==> config.mk <==
export PLATFORM = sky130hd
export DESIGN_NAME = paddle_pot_reader
export DESIGN_NICKNAME = d
export VERILOG_FILES = /design/src/rtl/paddle_pot_reader.sv
export SDC_FILE = /design/constraint.sdc
export NUM_CORES = 1
export LEC_CHECK = 0
export ABC_CLOCK_PERIOD_IN_PS = 2400
export BUFFER_PORTS_ARGS = -buffer_cell sky130_fd_sc_hd__buf_2
export CAP_MARGIN = 10
export CORE_ASPECT_RATIO = 1.25
export CORE_UTILIZATION = 45
export CTS_CLUSTER_DIAMETER = 30
export CTS_CLUSTER_SIZE = 20
export DETAILED_ROUTE_END_ITERATION = 8
export PLACE_DENSITY = 0.75
export SYNTH_ARGS = -nofsm -noshare
export SYNTH_HDL_FRONTEND = slang
export SYNTH_SLANG_ARGS = --single-unit
==> constraint.sdc <==
create_clock -name clk_sys -period 2.4 [get_ports clk_sys]
set_input_delay 0.48 -clock clk_sys [delete_from_list [all_inputs] [get_ports clk_sys]]
set_output_delay 0.48 -clock clk_sys [all_outputs]
set_load 0.005 [all_outputs]
==> src/rtl/paddle_pot_reader.sv <==
// paddle_pot_reader
// Measures an analogue paddle (pot + RC into a threshold comparator) by
// counting video lines. After each vsync the capacitor is held discharged
// for DISCHARGE_LINES lines. The block then counts hsync edges until the
// comparator trips, and turns that count into an 8-bit paddle position.
// A measurement that reaches MAX_LINES is reported as a timeout, which
// usually means the paddle is unplugged or open.
module paddle_pot_reader #(
    parameter int DISCHARGE_LINES = 8,   // 1..63
    parameter int MAX_LINES       = 255, // 1..255
    parameter int INVERT          = 0    // 1: position = 255 - count
) (
    input  logic       clk_sys,
    input  logic       reset,      // asynchronous, active-low
    input  logic       hs,
    input  logic       vs,
    input  logic       pot_in,     // asynchronous comparator output
    output logic       discharge,
    output logic [7:0] position,
    output logic       valid,
    output logic       timeout
);

    typedef enum logic [1:0] {
        S_IDLE      = 2'd0,
        S_DISCHARGE = 2'd1,
        S_MEASURE   = 2'd2,
        S_DONE      = 2'd3
    } state_t;

    // The last discharge line and the timeout line, held at line_cnt width
    // so that every compare is the same width.
    localparam logic [8:0] LP_DIS_LAST = 9'(DISCHARGE_LINES - 1);
    localparam logic [8:0] LP_MAX      = 9'(MAX_LINES);

    // Maps a raw line count to a paddle position. The mapping is reversed
    // for pots that are wired the other way round.
    function automatic logic [7:0] f_map_pos(input logic [7:0] cnt);
        if (INVERT != 0) begin
            return 8'd255 - cnt;
        end
        return cnt;
    endfunction

    logic       r_pot_meta;
    logic       r_pot_s;
    logic       r_hs_d;
    logic       r_vs_d;
    state_t     r_state;
    logic       r_discharge;
    logic [7:0] r_position;
    logic       r_valid;
    logic       r_timeout;
    logic [8:0] r_line_cnt;

    logic       w_hs_rise;
    logic       w_vs_rise;
    state_t     w_state_nx;
    logic       w_discharge_nx;
    logic [7:0] w_position_nx;
    logic       w_valid_nx;
    logic       w_timeout_nx;
    logic [8:0] w_line_cnt_nx;

    assign w_hs_rise = hs & ~r_hs_d;
    assign w_vs_rise = vs & ~r_vs_d;

    // Synchronise the comparator and keep one cycle of sync history for edge detection.
    always_ff @(posedge clk_sys or negedge reset) begin
        if (!reset) begin
            r_pot_meta <= 1'b0;
            r_pot_s    <= 1'b0;
            r_hs_d     <= 1'b0;
            r_vs_d     <= 1'b0;
        end else begin
            r_pot_meta <= pot_in;
            r_pot_s    <= r_pot_meta;
            r_hs_d     <= hs;
            r_vs_d     <= vs;
        end
    end

    // State, line counter and registered outputs.
    always_ff @(posedge clk_sys or negedge reset) begin
        if (!reset) begin
            r_state     <= S_IDLE;
            r_discharge <= 1'b0;
            r_position  <= 8'd128;
            r_valid     <= 1'b0;
            r_timeout   <= 1'b0;
            r_line_cnt  <= 9'd0;
        end else begin
            r_state     <= w_state_nx;
            r_discharge <= w_discharge_nx;
            r_position  <= w_position_nx;
            r_valid     <= w_valid_nx;
            r_timeout   <= w_timeout_nx;
            r_line_cnt  <= w_line_cnt_nx;
        end
    end

    // Next-state logic. vs_rise restarts the frame from any state and masks
    // any hs_rise in the same cycle. IDLE and DONE just wait for vs_rise.
    always_comb begin
        w_state_nx     = r_state;
        w_discharge_nx = r_discharge;
        w_position_nx  = r_position;
        w_valid_nx     = 1'b0;
        w_timeout_nx   = r_timeout;
        w_line_cnt_nx  = r_line_cnt;

        if (w_vs_rise) begin
            w_state_nx     = S_DISCHARGE;
            w_discharge_nx = 1'b1;
            w_line_cnt_nx  = 9'd0;
        end else begin
            case (r_state)
                S_DISCHARGE: begin
                    if (w_hs_rise) begin
                        if (r_line_cnt == LP_DIS_LAST) begin
                            w_state_nx     = S_MEASURE;
                            w_line_cnt_nx  = 9'd0;
                            w_discharge_nx = 1'b0;
                        end else begin
                            w_line_cnt_nx = r_line_cnt + 9'd1;
                        end
                    end
                end
                S_MEASURE: begin
                    if (w_hs_rise) begin
                        if (r_pot_s) begin
                            w_position_nx = f_map_pos(r_line_cnt[7:0]);
                            w_valid_nx    = 1'b1;
                            w_timeout_nx  = 1'b0;
                            w_state_nx    = S_DONE;
                        end else if (r_line_cnt == LP_MAX) begin
                            w_position_nx = f_map_pos(LP_MAX[7:0]);
                            w_valid_nx    = 1'b1;
                            w_timeout_nx  = 1'b1;
                            w_state_nx    = S_DONE;
                        end else begin
                            w_line_cnt_nx = r_line_cnt + 9'd1;
                        end
                    end
                end
                default: begin
                end
            endcase
        end
    end

    assign discharge = r_discharge;
    assign position  = r_position;
    assign valid     = r_valid;
    assign timeout   = r_timeout;

endmodule
==> results of run 1 <==
[path summary, 6_finish.rpt]
| check | endpoint | slack, ns | cells past startpoint |
|---|---|---|---|
| min reg2reg | r_pot_s | 0.36 | 0 |
| max in group asynchronous | position[7] | 1.90 | 1 |
| max reg2reg | r_line_cnt[7] | 0.17 | 8 |
| min in group clk_sys | r_pot_meta | 0.25 | 1 |
| max | r_line_cnt[7] | 0.17 | 8 |
| min | valid | 0.12 | 1 |
[metal layers]
metal	track usage (%)	vias up	share of wire, %	wire length (um)
met5	0	-	0	0
met4	10.50	0	2.9	64
met3	1.527	4	2.8	62
met2	33.40	19	50	1098
met1	19.64	441	44	953
li1	-	476	-	-
[logic make-up (layout without fill, tap and decap cells)]
logic type | Yosys count | count (layout) | synth area share, %
buf+inv | 7 | 25 | 2.357
fa+ha+maj | 2 | 2 | 2.049
simple gates | 53 | 53 | 25.51
compound gates | 33 | 33 | 16.70
flops | 26 | 26 | 53.38
[flip-flops by register name, indices dropped and copies added (netlist names)]
signal      flops
r_vs_d          1
position        8
discharge       1
timeout         1
r_line_cnt      9
r_hs_d          1
r_pot_s         1
valid           1
r_pot_meta      1
r_state         2
[what timing repair did]
action,CTS,global route
resized for setup,0,4
setup endpoints to repair,0,3
buffers inserted,0,1
hold endpoints to repair,0,0
[layout make-up]
cell class | instances | area share (%)
tap | 33 | 2.986
multi-input combinational | 88 | 40.09
inverter | 3 | 0.8145
timing repair buffer | 18 | 7.059
sequential | 26 | 47.15
clock buffer | 4 | 1.900
[power breakdown]
part	switching [mW]	leakage (nW)	internal, mW
registers	0.0313	0.340	0.464
clock network	0.124	0.0150	0.0652
logic	0.0630	0.268	0.0520
[per-stage QoR]
stage | utilization, % | instances | cell area [um^2] | hold WS [ns] | power [mW]
2_1_floorplan | - | 121 | 1221 | 0.1844 | 0.5692
3_3_place_gp | 53.35 | 167 | 1335 | 0.3323 | 0.6023
3_5_place_dp | 53.35 | 167 | 1335 | 0.3356 | 0.6064
4_1_cts | 54.40 | 171 | 1361 | 0.1389 | 0.7980
5_1_grt | 55.25 | 172 | 1383 | 0.1552 | 0.8474
6_report | 55.25 | 172 | 1383 | 0.1203 | 0.7997
[placed cells by master (no fill, tap or decap), types with 2 or more instances in the layout]
cell      instances
nand2b_1          3
inv_1             3
dfrtp_1          25
buf_2            15
and2b_1           3
o211ai_1          3
nor2_1            3
nand3_1           4
o31ai_1           5
a21oi_1           5
o21ai_0          14
or4_1             2
or2_2             2
nor2b_1           9
buf_4             3
clkbuf_4          3
nand2_1          17
[worst reg2reg max path, stage by stage (launching register included)]
cell and delay [ns]:
dfrtp_1 0.45, and3_1 0.22, nand3_2 0.09, nor2_1 0.05, ha_1 0.21, nor4b_4 0.36
o21ai_1 0.19, a2111o_1 0.44, a21oi_1 0.15
==> results.ini, run 1 <==
[sta]
rsz0062_at_grt = no
finalSetupTns_ns = 0
fin_crit_sh_pct = 93.01
layout_setup_ws_ns = 0.1679
clock.fmax_mhz = 448.0
final.min_clock_period_ns = 2.232
fin_worst_skew_ns = 0.003737
setup_viol = 0
finalMaxSlewViolations = 0
maxSlewHeadroom_pct = 58.20
hold_viol_final = 0
max_slew.worst_pin.slew_ns = 0.6185

[layout]
diodes = 0
num-fill-cells = 243
drive_above_1_share_pct = 20.86
synthToLayoutAreaGrowth_pct = 13.22
finalNetCount = 147
register_area_um2 = 651.9
multiInputGateArea_um2 = 554.3

[setup_path]
cp_cell_sequence = and3_1 > nand3_2 > nor2_1 > ha_1 > nor4b_4 > o21ai_1 > a2111o_1 > a21oi_1
crit_path_start_kind = flip-flop
critPathSlowestCell = dfrtp_1
worstSetupStartpoint = r_line_cnt[5]
r2r_start = r_line_cnt[5]
cp_num_buf_inv = 0
path_delay_family = compound AO/OA/AOI/OAI gates
arrival_ns = 2.49
path_class = reg2reg
cp_max_fo = 6
endpoint_kind = flip-flop
required_ns = 2.66
slowest_delay_ns = 0.45

[yosys]
synthFlopType = dfrtp_1
synthArstFlopShare_pct = 100.0
yosysUniqueCellTypes = 32
synth-edff-count = 0
synth_top_cell_by_area = dfrtp_1
netlist_area_mm2 = 0.001221
synth_area_leaders = dfrtp_1, o21ai_0, nand2_1
synth_seq_area_share_pct = 53.38
synth.ff_latch_count = 26
synth_area_per_cell_um2 = 10.09
syn_inst = 121
synth.most_common_cell = dfrtp_1
ys_top_cells_by_count = dfrtp_1, nand2_1, o21ai_0
yosysWarningCount = 0
synth_nets = 128
synth_top_area_share_pct = 51.23

[place]
port_buffers = 15
routabilityCongestion = 0.8654
place_ws_ns = 0.1327
dp_hpwl_um = 1642

[global_routing]
overflow = 0
grt_max_degree = 27
grt_usage_pct = 17.69
grt_pass1_wl_um = 3829
antenna_found_initial = 0
grt_pass1_vias = 904

[die]
die_h_um = 60.24
start_util_pct = 48.80
dieWidth_um = 48.60
pin_count = 16
dieArea_mm2 = 0.002927
coreArea_mm2 = 0.002502
fp-row-count = 20

[clock_network]
tritoncts = built
ctsHoldBuffers = 0
htreeDepth = 1
numCtsBuffers = 3
cts_max_path_buffers = 2
cts.reportedPaths.clkPinSlew_ns = 0.13
cts.sinks = 26
clk_latency_ns = 0.32
clockRootBuffer = clkbuf_4

[routing]
wl_um = 2179
num_vias = 940
drc = 0
first_pass_iters = 4
drt_iter0_drc = 23
wl_per_cell_um = 12.67
via_per_inst = 5.465
ant_nets = 0

[flow_run]
drv_cap = 0

[power]
power_density_mw_per_mm2 = 578.4
ir_worst_vdd_mv = 0.3500
leakagePower_nw = 0.6228

[hold_path]
hold_path_class = in2async

[outcome]
status = finished clean

(Power assumes the default switching activity.)
==> run 2: changes to the inputs <==
--- a/config.mk
+++ b/config.mk
@@ -10,10 +10,12 @@
 export CAP_MARGIN = 10
 export CORE_ASPECT_RATIO = 1.25
 export CORE_UTILIZATION = 45
+export CTS_BUF_LIST = sky130_fd_sc_hd__clkbuf_4
 export CTS_CLUSTER_DIAMETER = 30
 export CTS_CLUSTER_SIZE = 20
 export DETAILED_ROUTE_END_ITERATION = 8
 export PLACE_DENSITY = 0.75
+export SKIP_CTS_REPAIR_TIMING = 1
 export SYNTH_ARGS = -nofsm -noshare
 export SYNTH_HDL_FRONTEND = slang
 export SYNTH_SLANG_ARGS = --single-unit
==> run 2 against run 1 <==
Effect of this change:
- combinational power about the same
- utilization increased by 0.15 points
- final cell count unchanged
- die area unchanged
- maximum frequency increased by 0.27%
- critical path depth unchanged
- total power increased by 1.5%
- sequential share of layout area decreased by 0.13 points
- non-clock buffer count unchanged
- sequential power about the same
- design area increased by 0.27%
- clock power increased by 6%
- critical path type unchanged
- critical endpoint unchanged
- largest cell class unchanged
- largest power group unchanged
==> results.ini, run 2 (synthesis results as in run 1) <==
[setup_path]
path_delay_family = compound AO/OA/AOI/OAI gates
reg2reg_setup_slack_ns = 0.17
arrival_ns = 2.49
r2r_start = r_line_cnt[5]
r2r_end = r_line_cnt[7]
r2r_cells = 8
endpoint_kind = flip-flop
cp_cell_sequence = and3_1 > nand3_2 > nor2_1 > ha_1 > nor4b_4 > o21ai_1 > a2111o_1 > a21oi_1
required_ns = 2.66
critPathSlowestCell = dfrtp_1
crit_path_start_kind = flip-flop
path_class = reg2reg
cp_num_buf_inv = 0
cp_max_fo = 6
slowest_delay_ns = 0.45

[global_routing]
grt_pass1_vias = 903
grt_max_degree = 27
grt_pass1_wl_um = 3843
overflow = 0
grt_usage_pct = 17.91
antenna_found_initial = 0

[power]
leakagePower_nw = 0.6262
power_density_mw_per_mm2 = 585.7
pwr-share-comb_pct = 14.2
power.share.switching_pct = 26.97
p_clk_share_pct = 24.8
p_seq_share_pct = 61.0
ir_worst_vdd_mv = 0.3586
p_int_uw = 593.0
p_sw_uw = 219.0

[clock_network]
cts_max_path_buffers = 2
cts.sinks = 26
htreeDepth = 1
numCtsBuffers = 3
clockRootBuffer = clkbuf_4
cts.reportedPaths.clkPinSlew_ns = 0.13
clk_latency_ns = 0.33
tritoncts = built

[routing]
ant_nets = 0
wl_um = 2195
via_per_inst = 5.465
first_pass_iters = 4
drc = 0
drt_iter0_drc = 17
num_vias = 940
wl_per_cell_um = 12.76

[sta]
finalSetupTns_ns = 0
maxSlewHeadroom_pct = 57.04
final.min_clock_period_ns = 2.226
finalMaxSlewViolations = 0
hold_viol_final = 0
setup_viol = 0
fin_worst_skew_ns = 0.001556
clock.fmax_mhz = 449.2
fin_crit_sh_pct = 92.76
rsz0062_at_grt = no
max_slew.worst_pin.slew_ns = 0.6357

[layout]
synthToLayoutAreaGrowth_pct = 13.52
drive_above_1_share_pct = 21.58
largest_reg_flops = 9
regMostFlops = r_line_cnt
diodes = 0
stdcell_count = 172
final_common_cell = dfrtp_1
finalNetCount = 147
mostFrequentLayoutCells = dfrtp_1, nand2_1, buf_2, o21ai_0, nor2b_1
num-fill-cells = 245

[hold_path]
hold_path_class = in2async

[place]
routabilityCongestion = 0.8654
port_buffers = 15
dp_hpwl_um = 1642
dp_cells = 167

[die]
pin_count = 16
dieArea_mm2 = 0.002927
fp-row-count = 20
coreArea_mm2 = 0.002502
die_h_um = 60.24
start_util_pct = 48.80
dieWidth_um = 48.60

[outcome]
status = finished clean

[flow_run]
drv_cap = 0

run 2: cell counts in the layout (fill, tap and decap cells not counted):
No cell type changed its count.
run 2: worst max path at each step:
stage | start | end | slack, ns | cells after the start
floorplan | r_line_cnt[0] | r_line_cnt[3] | 0.34 | 8
global placement | r_line_cnt[0] | r_line_cnt[7] | 0.20 | 8
CTS | r_line_cnt[0] | r_line_cnt[7] | 0.1 | 8
finish | r_line_cnt[5] | r_line_cnt[7] | 0.17 | 8
detailed placement | r_line_cnt[0] | r_line_cnt[7] | 0.13 | 8
global route | r_line_cnt[5] | r_line_cnt[7] | 0.04 | 8
run 2: metrics by stage:
step | setup slack (ns) | area, um^2 | hold WS (ns) | power [mW] | utilization, %
4_1_cts | 0.09506 | 1365 | 0.1317 | 0.8121 | 54.55
5_1_grt | 0.03858 | 1386 | 0.1467 | 0.8624 | 55.40
3_3_place_gp | 0.2018 | 1335 | 0.3323 | 0.6023 | 53.35
3_5_place_dp | 0.1327 | 1335 | 0.3356 | 0.6064 | 53.35
6_report | 0.1739 | 1386 | 0.1189 | 0.8119 | 55.40
2_1_floorplan | 0.3436 | 1221 | 0.1844 | 0.5692 | -
run 2: area by class of cell:
cell class,instances,area (um^2),area share [%]
Multi-Input combinational cell,88,554.3,39.98
Timing Repair Buffer,18,97.59,7.040
Clock buffer,4,30.03,2.166
Inverter,3,11.26,0.8123
Sequential cell,26,651.9,47.02
Tap cell,33,41.29,2.978
run 2: per-layer routing:
metal / vias to the layer above / wire length (um) / GRT usage [%]
met5: - / 0 / 0
li1: 473 / - / -
met3: 5 / 71 / 1.527
met2: 24 / 1081 / 33.60
met1: 438 / 972 / 19.64
met4: 0 / 69 / 11.76
run 2: power by group through the flow:
stage | registers (mW) | logic, mW | clock network, mW
6_report | 0.496 | 0.115 | 0.201
5_1_grt | 0.500 | 0.134 | 0.228
3_5_place_dp | 0.505 | 0.102 | 0
3_3_place_gp | 0.502 | 0.0998 | 0
2_1_floorplan | 0.496 | 0.0734 | 0
4_1_cts | 0.496 | 0.102 | 0.214
==> run 3: changes to the inputs <==
--- a/config.mk
+++ b/config.mk
@@ -8,14 +8,17 @@
 export ABC_CLOCK_PERIOD_IN_PS = 2400
 export BUFFER_PORTS_ARGS = -buffer_cell sky130_fd_sc_hd__buf_2
 export CAP_MARGIN = 10
+export CELL_PAD_IN_SITES_DETAIL_PLACEMENT = 2
+export CELL_PAD_IN_SITES_GLOBAL_PLACEMENT = 2
 export CORE_ASPECT_RATIO = 1.25
-export CORE_UTILIZATION = 45
+export CORE_UTILIZATION = 37
 export CTS_BUF_LIST = sky130_fd_sc_hd__clkbuf_4
 export CTS_CLUSTER_DIAMETER = 30
 export CTS_CLUSTER_SIZE = 20
 export DETAILED_ROUTE_END_ITERATION = 8
-export PLACE_DENSITY = 0.75
+export PLACE_DENSITY = 0.9
 export SKIP_CTS_REPAIR_TIMING = 1
+export SLEW_MARGIN = 25
 export SYNTH_ARGS = -nofsm -noshare
 export SYNTH_HDL_FRONTEND = slang
 export SYNTH_SLANG_ARGS = --single-unit
==> run 3 against run 2 <==
Effect of this change:
- count of clock-buffer cells in the layout fell by 1
- sequential share of layout area fell by 1.8 points
- total power rose by 7.2%
- critical path depth did not move
- via count rose by 10%
- routed wire length rose by 58%
- first-iteration DRC count did not move
- global-route usage rose by 5.1 points
- sequential power barely moved
- hold slack got worse by 0.012 ns
- largest cell class unchanged
==> results.ini, run 3 (synthesis results as in run 1) <==
[outcome]
status = finished clean

[layout]
num-fill-cells = 338
drive_above_1_share_pct = 26.03
diodes = 0
regMostFlops = r_line_cnt
register_area_um2 = 653.1
finalNetCount = 154
mostFrequentLayoutCells = dfrtp_1, nand2_1, buf_2, o21ai_0, buf_4
largest_reg_flops = 9
multiInputGateArea_um2 = 558.0
layout.core_utilization_pct = 47.69
synthToLayoutAreaGrowth_pct = 18.24
final_common_cell = dfrtp_1

[global_routing]
grt_pass1_vias = 1169
overflow = 0
grt_max_degree = 27
antenna_found_initial = 0
grt_usage_pct = 22.97
grt_pass1_wl_um = 5782

[die]
pin_count = 16
dieArea_mm2 = 0.003536
coreArea_mm2 = 0.003028
start_util_pct = 40.33
fp-row-count = 22
die_h_um = 66.23
dieWidth_um = 53.39

[sta]
fin_worst_skew_ns = 0.008397
final.min_clock_period_ns = 2.315
finalMaxSlewViolations = 0
maxSlewHeadroom_pct = 43.78
clock.fmax_mhz = 432.0
setup_viol = 0
max_slew.worst_pin.slew_ns = 0.8355
hold_viol_final = 0
fin_crit_sh_pct = 96.44

[power]
power_density_mw_per_mm2 = 602.8
ir_worst_vdd_mv = 0.3572
total_power_uw = 870.4
leakagePower_nw = 0.6575

[routing]
wl_per_cell_um = 19.10
drc = 0
wl_um = 3476
num_vias = 1036
ant_nets = 0
first_pass_iters = 3
via_per_inst = 5.692
drt_iter0_drc = 17

[setup_path]
path_class = reg2reg
endpoint_kind = flip-flop
r2r_cells = 8
reg2reg_setup_slack_ns = 0.09
cp_max_fo = 5
required_ns = 2.67
crit_path_start_kind = flip-flop
arrival_ns = 2.59

[clock_network]
tritoncts = built
htreeDepth = 1
cts_max_path_buffers = 2
clockRootBuffer = clkbuf_4
numCtsBuffers = 3
clk_latency_ns = 0.34
cts.reportedPaths.clkPinSlew_ns = 0.14
cts.sinks = 26

[place]
routabilityCongestion = 0.8161
port_buffers = 15
dp_hpwl_um = 2544

[flow_run]
drv_cap = 0

[hold_path]
hold_path_class = in2async

run 3: worst max-delay path: stages (launching register included):
cell and delay, ns:
dfrtp_2 0.46, and3_1 0.21, nand3_2 0.11, nor2_1 0.06, ha_1 0.21, nor4b_4 0.41
nor3_4 0.10, or4_1 0.52, a21oi_1 0.16
run 3: where the power goes:
group	internal (mW)	switching (mW)	leakage, nW
registers	0.465	0.0333	0.339
clock network	0.0615	0.139	0.0154
logic	0.0809	0.0918	0.304
total	0.607	0.264	0.658
run 3: worst paths after layout:
kind                               start             to
hold / removal                     reset        timeout
max in group asynchronous          reset  r_line_cnt[5]
setup / recovery           r_line_cnt[5]  r_line_cnt[4]
min in group clk_sys              pot_in     r_pot_meta
setup reg to reg           r_line_cnt[5]  r_line_cnt[4]
hold reg to reg               r_pot_meta        r_pot_s
run 3: metrics by stage:
| stage | setup TNS [ns] | std cells | area [um^2] | hold slack, ns | setup WS, ns |
|---|---|---|---|---|---|
| 2_1_floorplan | 0 | 121 | 1221 | 0.1844 | 0.3436 |
| 3_3_place_gp | 0 | 173 | 1361 | 0.3321 | 0.2546 |
| 3_5_place_dp | 0 | 173 | 1361 | 0.3387 | 0.1078 |
| 4_1_cts | 0 | 177 | 1388 | 0.1280 | 0.08021 |
| 5_1_grt | -0.06707 | 182 | 1444 | 0.1480 | -0.03862 |
| 6_report | 0 | 182 | 1444 | 0.1072 | 0.08533 |
run 3: cell type report:
type                            count  area share [%]
Clock buffer                        3           1.560
Clock inverter                      1          0.2600
Inverter                            3          0.7799
Multi-Input combinational cell     88           38.65
Sequential cell                    26           45.23
Tap cell                           36           3.120
Timing Repair Buffer               25           10.40
run 3: metal layers:
| layer | wire (um) | global-route usage, % | vias up |
|---|---|---|---|
| li1 | - | - | 482 |
| met1 | 1405 | 26.15 | 532 |
| met2 | 1932 | 40.94 | 16 |
| met3 | 73 | 2.759 | 6 |
| met4 | 65 | 10.86 | 0 |
| met5 | 0 | 0 | - |
